`config.mk`:
```
export PLATFORM = sky130hd
export DESIGN_NAME = store_buffer
export DESIGN_NICKNAME = d
export VERILOG_FILES = /design/src/rtl/store_buffer.sv
export SDC_FILE = /design/constraint.sdc
export NUM_CORES = 1
export LEC_CHECK = 0
export CAP_MARGIN = 20
export CORE_ASPECT_RATIO = 0.5
export CORE_MARGIN = 1
export CORE_UTILIZATION = 40
export CTS_CLUSTER_DIAMETER = 120
export CTS_CLUSTER_SIZE = 25
export DETAILED_ROUTE_END_ITERATION = 12
export PLACE_DENSITY = 0.67
export SYNTH_ARGS = -nofsm -noshare
export SYNTH_HDL_FRONTEND = slang
export SYNTH_SLANG_ARGS = --single-unit
export TNS_END_PERCENT = 100
```
`constraint.sdc`:
```
create_clock -name clk -period 9.6 [get_ports clk]
set_clock_uncertainty 0.2 [all_clocks]
set_input_delay 1.92 -clock clk [delete_from_list [all_inputs] [get_ports clk]]
set_output_delay 1.92 -clock clk [all_outputs]
set_load 0.03 [all_outputs]
```
`src/rtl/store_buffer.sv`:
```
// store_buffer: lane-aligns committed stores into 64-bit words with byte
// strobes, queues them in a DEPTH-entry FIFO and drains them in order to the
// data SRAM over a req/ack handshake.
// Optional macro STORE_BUF_FWD_EN: enables the ld_conflict probe of pending
// store doublewords; when undefined ld_conflict is tied low.
module store_buffer #(
    parameter int DEPTH = 4,
    parameter int AW    = 64
) (
    input  logic                     clk,
    input  logic                     rst_n,
    input  logic                     st_valid,
    output logic                     st_ready,
    input  logic [AW-1:0]            st_addr,
    input  logic [3:0]               st_size,
    input  logic [63:0]              st_data,
    output logic                     sram_req,
    input  logic                     sram_ack,
    output logic [AW-1:0]            sram_addr,
    output logic [63:0]              sram_wdata,
    output logic [7:0]               sram_wstrb,
    output logic                     sb_empty,
    output logic [$clog2(DEPTH):0]   sb_count,
    input  logic [AW-1:0]            ld_addr,
    output logic                     ld_conflict
);

    localparam int PW = $clog2(DEPTH);
    localparam int CW = PW + 1;

    // Entries keep only the doubleword address; the byte offset lives in the strobes.
    logic [AW-4:0]    addr_q [DEPTH];
    logic [63:0]      data_q [DEPTH];
    logic [7:0]       strb_q [DEPTH];
    logic [DEPTH-1:0] valid;

    logic [PW-1:0]    wr_ptr;
    logic [PW-1:0]    rd_ptr;
    logic [CW-1:0]    count;

    logic [2:0]       off;
    logic [7:0]       aln_strb;
    logic [63:0]      aln_data;
    logic             size_ok;
    logic             full;
    logic             empty;
    logic             enq;
    logic             deq;

    assign off   = st_addr[2:0];
    assign full  = (count == CW'(DEPTH));
    assign empty = (count == '0);

    // Lane alignment: replicate the low-aligned data across the word and
    // place the strobe at the naturally aligned slot for the access size.
    always_comb begin
        aln_strb = '0;
        aln_data = '0;
        size_ok  = 1'b1;
        case (st_size)
            4'b0001: begin
                aln_strb = 8'h01 << off;
                aln_data = {8{st_data[7:0]}};
            end
            4'b0010: begin
                aln_strb = 8'h03 << {off[2:1], 1'b0};
                aln_data = {4{st_data[15:0]}};
            end
            4'b0100: begin
                aln_strb = 8'h0F << {off[2], 2'b00};
                aln_data = {2{st_data[31:0]}};
            end
            4'b1000: begin
                aln_strb = 8'hFF;
                aln_data = st_data;
            end
            default: size_ok = 1'b0;
        endcase
    end

    assign st_ready = rst_n & ~full;
    // A malformed size still completes the handshake but is dropped here.
    assign enq      = st_valid & st_ready & size_ok;
    assign deq      = sram_req & sram_ack;

    // Pointer, occupancy and valid-bit bookkeeping.
    always_ff @(posedge clk) begin
        if (!rst_n) begin
            wr_ptr <= '0;
            rd_ptr <= '0;
            count  <= '0;
            valid  <= '0;
        end else begin
            if (enq) begin
                valid[wr_ptr] <= 1'b1;
                wr_ptr        <= wr_ptr + PW'(1);
            end
            if (deq) begin
                valid[rd_ptr] <= 1'b0;
                rd_ptr        <= rd_ptr + PW'(1);
            end
            case ({enq, deq})
                2'b10:   count <= count + CW'(1);
                2'b01:   count <= count - CW'(1);
                default: count <= count;
            endcase
        end
    end

    // Entry payload storage; contents are qualified by the valid bits.
    always_ff @(posedge clk) begin
        if (enq) begin
            addr_q[wr_ptr] <= st_addr[AW-1:3];
            data_q[wr_ptr] <= aln_data;
            strb_q[wr_ptr] <= aln_strb;
        end
    end

    assign sram_req   = ~empty;
    assign sram_addr  = {addr_q[rd_ptr], 3'b000};
    assign sram_wdata = data_q[rd_ptr];
    assign sram_wstrb = strb_q[rd_ptr];
    assign sb_empty   = empty;
    assign sb_count   = count;

`ifdef STORE_BUF_FWD_EN
    // Flag any pending store in the same doubleword as the probed load.
    always_comb begin
        ld_conflict = 1'b0;
        for (int unsigned i = 0; i < DEPTH; i++) begin
            if (valid[i] && (addr_q[i] == ld_addr[AW-1:3])) begin
                ld_conflict = 1'b1;
            end
        end
    end
`else
    logic unused_fwd;
    assign unused_fwd  = ^{ld_addr, valid};
    assign ld_conflict = 1'b0;
`endif

endmodule

```
==> results of run 1 <==
-- routing by layer --
metal | routed length, um | up-vias | global-route usage [%]
met3 | 1530 | 56 | 1.90
met1 | 17100 | 5314 | 20.2
met2 | 25100 | 207 | 31.6
met4 | 1190 | 0 | 5.34
met5 | 0 | - | 0
li1 | - | 4372 | -
-- power by group through the flow --
stage,combinational [mW],sequential (mW),clock (mW)
after detailed placement,0.548,2.69,0
after global routing,0.567,2.64,1.27
after floorplan,0.327,2.68,0
after global placement,0.541,2.69,0
final,0.541,2.64,1.17
after CTS,0.550,2.64,1.19
-- layout make-up --
type | instances | area [um2] | share of cell area, %
Sequential cell | 541 | 16200 | 64.9
Multi-Input combinational cell | 321 | 4290 | 17.2
Timing Repair Buffer | 289 | 2860 | 11.5
Tap cell | 690 | 863 | 3.47
Clock buffer | 33 | 656 | 2.63
Inverter | 11 | 41.3 | 0.166
Antenna cell | 9 | 22.5 | 0.0904
Clock inverter | 2 | 20.0 | 0.0804
-- Yosys cell counts (3+ instances only) --
| library cell | count |
|---|---|
| a22o_1 | 8 |
| a221o_1 | 16 |
| ha_1 | 5 |
| nand2_1 | 36 |
| a21o_1 | 18 |
| xnor2_1 | 3 |
| buf_4 | 6 |
| mux4_2 | 133 |
| a31oi_1 | 4 |
| buf_1 | 3 |
| a21oi_1 | 3 |
| edfxtp_1 | 532 |
| and2_1 | 11 |
| nor2b_1 | 5 |
| a22oi_1 | 16 |
| dfxtp_1 | 9 |
| clkbuf_1 | 16 |
| nor2_1 | 18 |
| and2b_1 | 8 |
| buf_2 | 21 |
| o21ai_0 | 8 |
| buf_6 | 5 |
| inv_1 | 11 |
-- per-stage QoR --
stage                     hold slack, ns  worst slack [ns]  util (%)
after floorplan                    0.268              3.00         -
after global placement             0.288              3.88      47.7
after detailed placement           0.311              3.77      47.7
after CTS                          0.325              3.66      49.1
after global routing               0.359              3.59      49.1
final                              0.321              3.78      49.1
-- worst paths after layout --
kind,to,slack [ns],depth (start not counted)
setup / recovery,sram_wdata[29],3.78,3
hold / removal,wr_ptr[0]$_SDFFE_PN0P_,0.32,2
setup reg to reg,data_q[1][43]$_DFFE_PP_,6.59,4
hold reg to reg,wr_ptr[0]$_SDFFE_PN0P_,0.32,2
-- sequential cells by signal, indices dropped and copies added (netlist names), named ones only --
register	count
addr_q	244
data_q	256
rd_ptr	2
sb_count	3
strb_q	32
wr_ptr	2
-- worst max-delay path: stages (launching register included) --
cell             delay (ns)
dfxtp_4                0.95
buf_4                  0.94
mux4_2                 0.38
clkdlybuf4s50_1        0.76
-- kinds of logic (layout without fill, tap and decap cells) --
| family | count (synthesis) | after routing | share of synthesized area (%) |
|---|---|---|---|
| xor gates and xnor gates | 6 | 6 | 0.290 |
| and+or+nand+nor | 91 | 91 | 2.32 |
| adders and majority gates | 6 | 6 | 0.398 |
| other | 1 | 13 | 0.0181 |
| buffers and inverters | 62 | 335 | 1.54 |
| AOI/OAI and AO/OA | 79 | 79 | 3.02 |
| muxes | 135 | 135 | 14.5 |
| DFF | 541 | 541 | 77.9 |
==> run metrics, run 1 <==
Std-Cell Rows 58; area of placed instances 24200 um2; die outline height 163 um; Die Area between 50000 and 60000 um2; Routed WL 44900 um; Synth Area per Inst 22.5 um2; die width approximately 320 um; # fillers approximately 4100; Post-synth EDFFs around 530; crit end category output pin; Max Freq 172 MHz; hold_sp wr_ptr[0]$_SDFFE_PN0P_; Netlist Area Pre-Place 20700 um2; pin count of the biggest net entering global routing 73; Reg clk slew, reported paths 0.10 ns; status complete, no violations; drt pass-1 iters 5; Clock Latency Late Sink 0.57 ns; prevailing post-synth register cell edfxtp_1; clock tree root buffer cell clkbuf_16; fin cells 1896; dpl cells roughly 1900; TNS Setup 0 ns; Yosys cell types 43; Synth Register Bits 541; Post-CTS Setup Bufs 0; gate count after technology mapping 921; CP Launch Type flip-flop; WS Path Type flip-flop to output pin; port bufs 274; initial core utilization 40.9%; Power, Total 4.34 mW; DPL Wire Length 29000 um; routed via count 9949; Worst Path Max Fanout 72; Slew HR 25.8%; Synth top area share slightly below 80%; synthesis-to-layout area growth 20.1%; yosys warns 0; grt ovf 0; Sw Share 22.8%; Combinational Power Share 12.5%; final-report hold violation count 0; All-Layer GR Usage 16.8%; share of power burned in registers 60.7%; num ports ~340; Worst Tran Pin Value 1.11 ns; Max Root-Sink Buffers 3; number of H-tree levels 1; share of post-route cells with drive strength above 1 15.6%; Yosys top cell by area edfxtp_1; commonest cells after routing, fill and taps aside edfxtp_1, clkdlybuf4s50_1, mux4_2; top post-synthesis cells by area edfxtp_1, mux4_2, dfxtp_1; P per Cell Area about 170 nW/um2; Final min period 5.82 ns; clk sinks 541; max-slew violations 0; final setup fails 0; RR Startpoint sb_count[0]$_SDFFE_PN0P_; fin area roughly 25000 um2; static leakage 7.66 nW; antenna violations before repair 9; Async S/R FF share, synth 0%; commonest non-fill, non-tap cell in the layout edfxtp_1; RSZ-0062 raised after global routing no; required time of the critical path between 7 and 8 ns; Max Cap Viol 0; DR WL/cell 23.7 um; register area share after synthesis 77.9%; residual DRC count 0; Final nets about 1400; global-route wire length before repair 65500 um; gp weighted congestion 0.810; worst min path class flip-flop to flip-flop; Final ANT Viol Nets 0; Worst VDD drop ~0.11 mV; CTS Buf Count 25; Placeable Area 50700 um2; vias in the first global route 10200; CTS tree done; NetSw roughly 1 mW; hold_buf cts 0; Tcrit/Tclk final 60.6%; DRT iter0 DRCs 722; vias per inst 5.25; Clk pwr share 26.8%; Post-CTS Resized 0; Critical Path AT 3.70 ns; Cell Int Power ~3.4 mW
(Power assumes the default switching activity.)
==> run 2, diff against run 1 <==
--- a/config.mk
+++ b/config.mk
@@ -12,7 +12,7 @@
 export CTS_CLUSTER_DIAMETER = 120
 export CTS_CLUSTER_SIZE = 25
 export DETAILED_ROUTE_END_ITERATION = 12
-export PLACE_DENSITY = 0.67
+export PLACE_DENSITY = 0.69
 export SYNTH_ARGS = -nofsm -noshare
 export SYNTH_HDL_FRONTEND = slang
 export SYNTH_SLANG_ARGS = --single-unit
==> constraint.sdc (replaced) <==
create_clock -name clk -period 5.3 [get_ports clk]
set_clock_uncertainty 0.2 [all_clocks]
set_input_delay 1.06 -clock clk [delete_from_list [all_inputs] [get_ports clk]]
set_output_delay 1.06 -clock clk [all_outputs]
set_load 0.03 [all_outputs]
==> run 2 against run 1 <==
  * Clock-buffer cell count is 8 lower
  * Sequential power is 81% higher
  * Core utilization is 0.41 points higher
  * Highest routed layer unchanged
  * Worst hold slack better by 0.020 ns
==> run metrics, run 2 (same netlist as run 1, synthesis figures left out) <==
status complete, no violations; Largest Register data_q; crit-path cells buf_4 > mux4_2 > clkdlybuf4s50_1; Tcrit/Tclk final 82.5%; commonest non-fill, non-tap cell in the layout edfxtp_1; Worst Tran Pin Value 1.11 ns (-0.00784 ns); Clock Latency Late Sink 0.57 ns (about the same); P per Cell Area 313 nW/um2 (+79%); Crit Reg-Reg Endpoint sb_count[2]$_SDFFE_PN0P_; max incr delay on CP 0.81 ns (-0.14 ns); Post-CTS Setup Bufs 0 (unchanged); final-report hold violation count 0 (unchanged); RSZ-0062 raised after global routing no; die width 324 um (unchanged); antenna violations before repair 7 (-2); CP max-delay cell dfxtp_4; DR WL/cell 24.0 um (+1.1%); crit end category output pin; residual DRC count 0 (unchanged); fin area 25100 um2 (+0.83%); Critical Path AT 3.11 ns (-0.59 ns); drt pass-1 iters 5 (unchanged); clk sinks 541 (unchanged); hold_buf cts 0 (unchanged); Reg clk slew, reported paths 0.09 ns (about the same); global-route wire length before repair 67300 um (+2.6%); RR Startpoint sb_count[2]$_SDFFE_PN0P_; Placeable Area 50700 um2 (unchanged); pin count of the biggest net entering global routing 134 (+84%); hold_sp wr_ptr[1]$_SDFFE_PN0P_; Die Area 52800 um2 (unchanged); Final nets 1409 (+1.0%); R2R cell count 10 (+6); routed via count 10100 (+1.7%); Routed WL 45500 um (+1.3%); Worst VDD drop 0.190 mV (+68%); top flop regs data_q x256, addr_q x244, strb_q x32; Combinational Power Share 12.8% (+0.3 points); Final min period 4.37 ns; hold path cells 2 (unchanged); TNS Setup 0 ns (unchanged); Clk pwr share 26.5% (-0.3 points); share of power burned in registers 60.7% (about the same); NetSw 1.79 mW (+81%); grt ovf 0 (unchanged); Max Root-Sink Buffers 3 (unchanged); CP Launch Type flip-flop; area of placed instances 24500 um2 (+1.0%); All-Layer GR Usage 17.2% (+0.37 points); vias in the first global route 10600 (+3.9%); worst min path class flip-flop to flip-flop; clock tree root buffer cell clkbuf_16; max-slew violations 0 (unchanged); Max Cap Viol 0 (unchanged); Final Worst Setup Slack 0.926 ns (-2.85 ns); DRT iter0 DRCs 810 (+12%); gp weighted congestion 0.825 (+1.8%); Max Freq between 200 and 250 MHz; multi-input logic area 4290 um2 (unchanged); reg-to-reg setup timing slack 2.66 ns (-3.93 ns); # fillers 3997 (-1.7%); Final ANT Viol Nets 0 (unchanged); synthesis-to-layout area growth 21.1%; Post-Place Worst Slack 0.844 ns (-2.93 ns); Post-CTS Resized 0 (unchanged); num ports 343 (unchanged); CTS Buf Count 25 (unchanged); share of post-route cells with drive strength above 1 16.7% (+1.1 points); initial core utilization 40.9% (unchanged); port bufs 274 (unchanged); required time of the critical path 4.04 ns (-3.44 ns); Cell Int Power 6.07 mW (+81%); die outline height 163 um (unchanged); WS Path Type flip-flop to output pin; vias per inst 5.33 (+1.5%); DPL Wire Length 29900 um (+3.2%); CTS tree done; number of H-tree levels 1 (unchanged); register area 16200 um2 (unchanged); commonest cells after routing, fill and taps aside edfxtp_1, clkdlybuf4s50_1, mux4_2; Std-Cell Rows 58 (unchanged); Sw Share 22.8% (+0.040 points); static leakage 7.75 nW (+1.3%); Slew HR 26.3% (+0.52 points); Worst Path Max Fanout 31 (-57%); final setup fails 0 (unchanged); Largest register FFs 256 (unchanged); CP endpoint sram_wdata[39]
-- run 2: routing by layer --
layer,global-route usage [%],part of all wire [%],vias to the layer above
met4,6.82,4.0,0
li1,-,-,4392
met3,2.07,3.5,86
met5,0,0,-
met2,31.9,55,259
met1,20.5,37,5384
-- run 2: layout make-up --
cell class | count | area share [%]
Sequential cell | 541 | 64.3
Multi-Input combinational cell | 321 | 17.1
Timing Repair Buffer | 303 | 12.3
Tap cell | 690 | 3.44
Clock buffer | 25 | 2.49
Inverter | 11 | 0.164
Clock inverter | 2 | 0.0797
Antenna cell | 7 | 0.0697
-- run 2: critical path, delay by kind of cell, from the launching register on --
kind / cells / cell delay (ns)
mux: 1 / 0.55
buf+inv: 2 / 1.15
flops: 1 / 0.81
-- run 2: power by group through the flow --
stage                     Combinational, mW  Sequential [mW]  Clock (mW)
after floorplan                       0.592             4.85           0
after global placement                 1.01             4.86           0
after detailed placement               1.02             4.87           0
after CTS                              1.03             4.77        2.12
after global routing                   1.06             4.77        2.26
final                                  1.01             4.77        2.08
-- run 2: how the worst min path moves through the flow --
| stage | endpoint | slack, ns |
|---|---|---|
| 3_5_place_dp | wr_ptr[1]$_SDFFE_PN0P_ | 0.32 |
| 3_3_place_gp | wr_ptr[1]$_SDFFE_PN0P_ | 0.28 |
| 6_report | wr_ptr[1]$_SDFFE_PN0P_ | 0.34 |
| 4_1_cts | wr_ptr[1]$_SDFFE_PN0P_ | 0.34 |
| 2_1_floorplan | wr_ptr[1]$_SDFFE_PN0P_ | 0.27 |
| 5_1_grt | wr_ptr[1]$_SDFFE_PN0P_ | 0.36 |
-- run 2: per-stage QoR --
stage               power [mW]  std cells  hold WS (ns)  utilization, %
global placement          5.87       1866         0.279            48.2
CTS                       7.92       1893         0.341            49.5
floorplan                 5.44        924         0.268               -
detailed placement        5.89       1866         0.321            48.2
finish                    7.86       1900         0.341            49.5
global route              8.09       1900         0.362            49.5
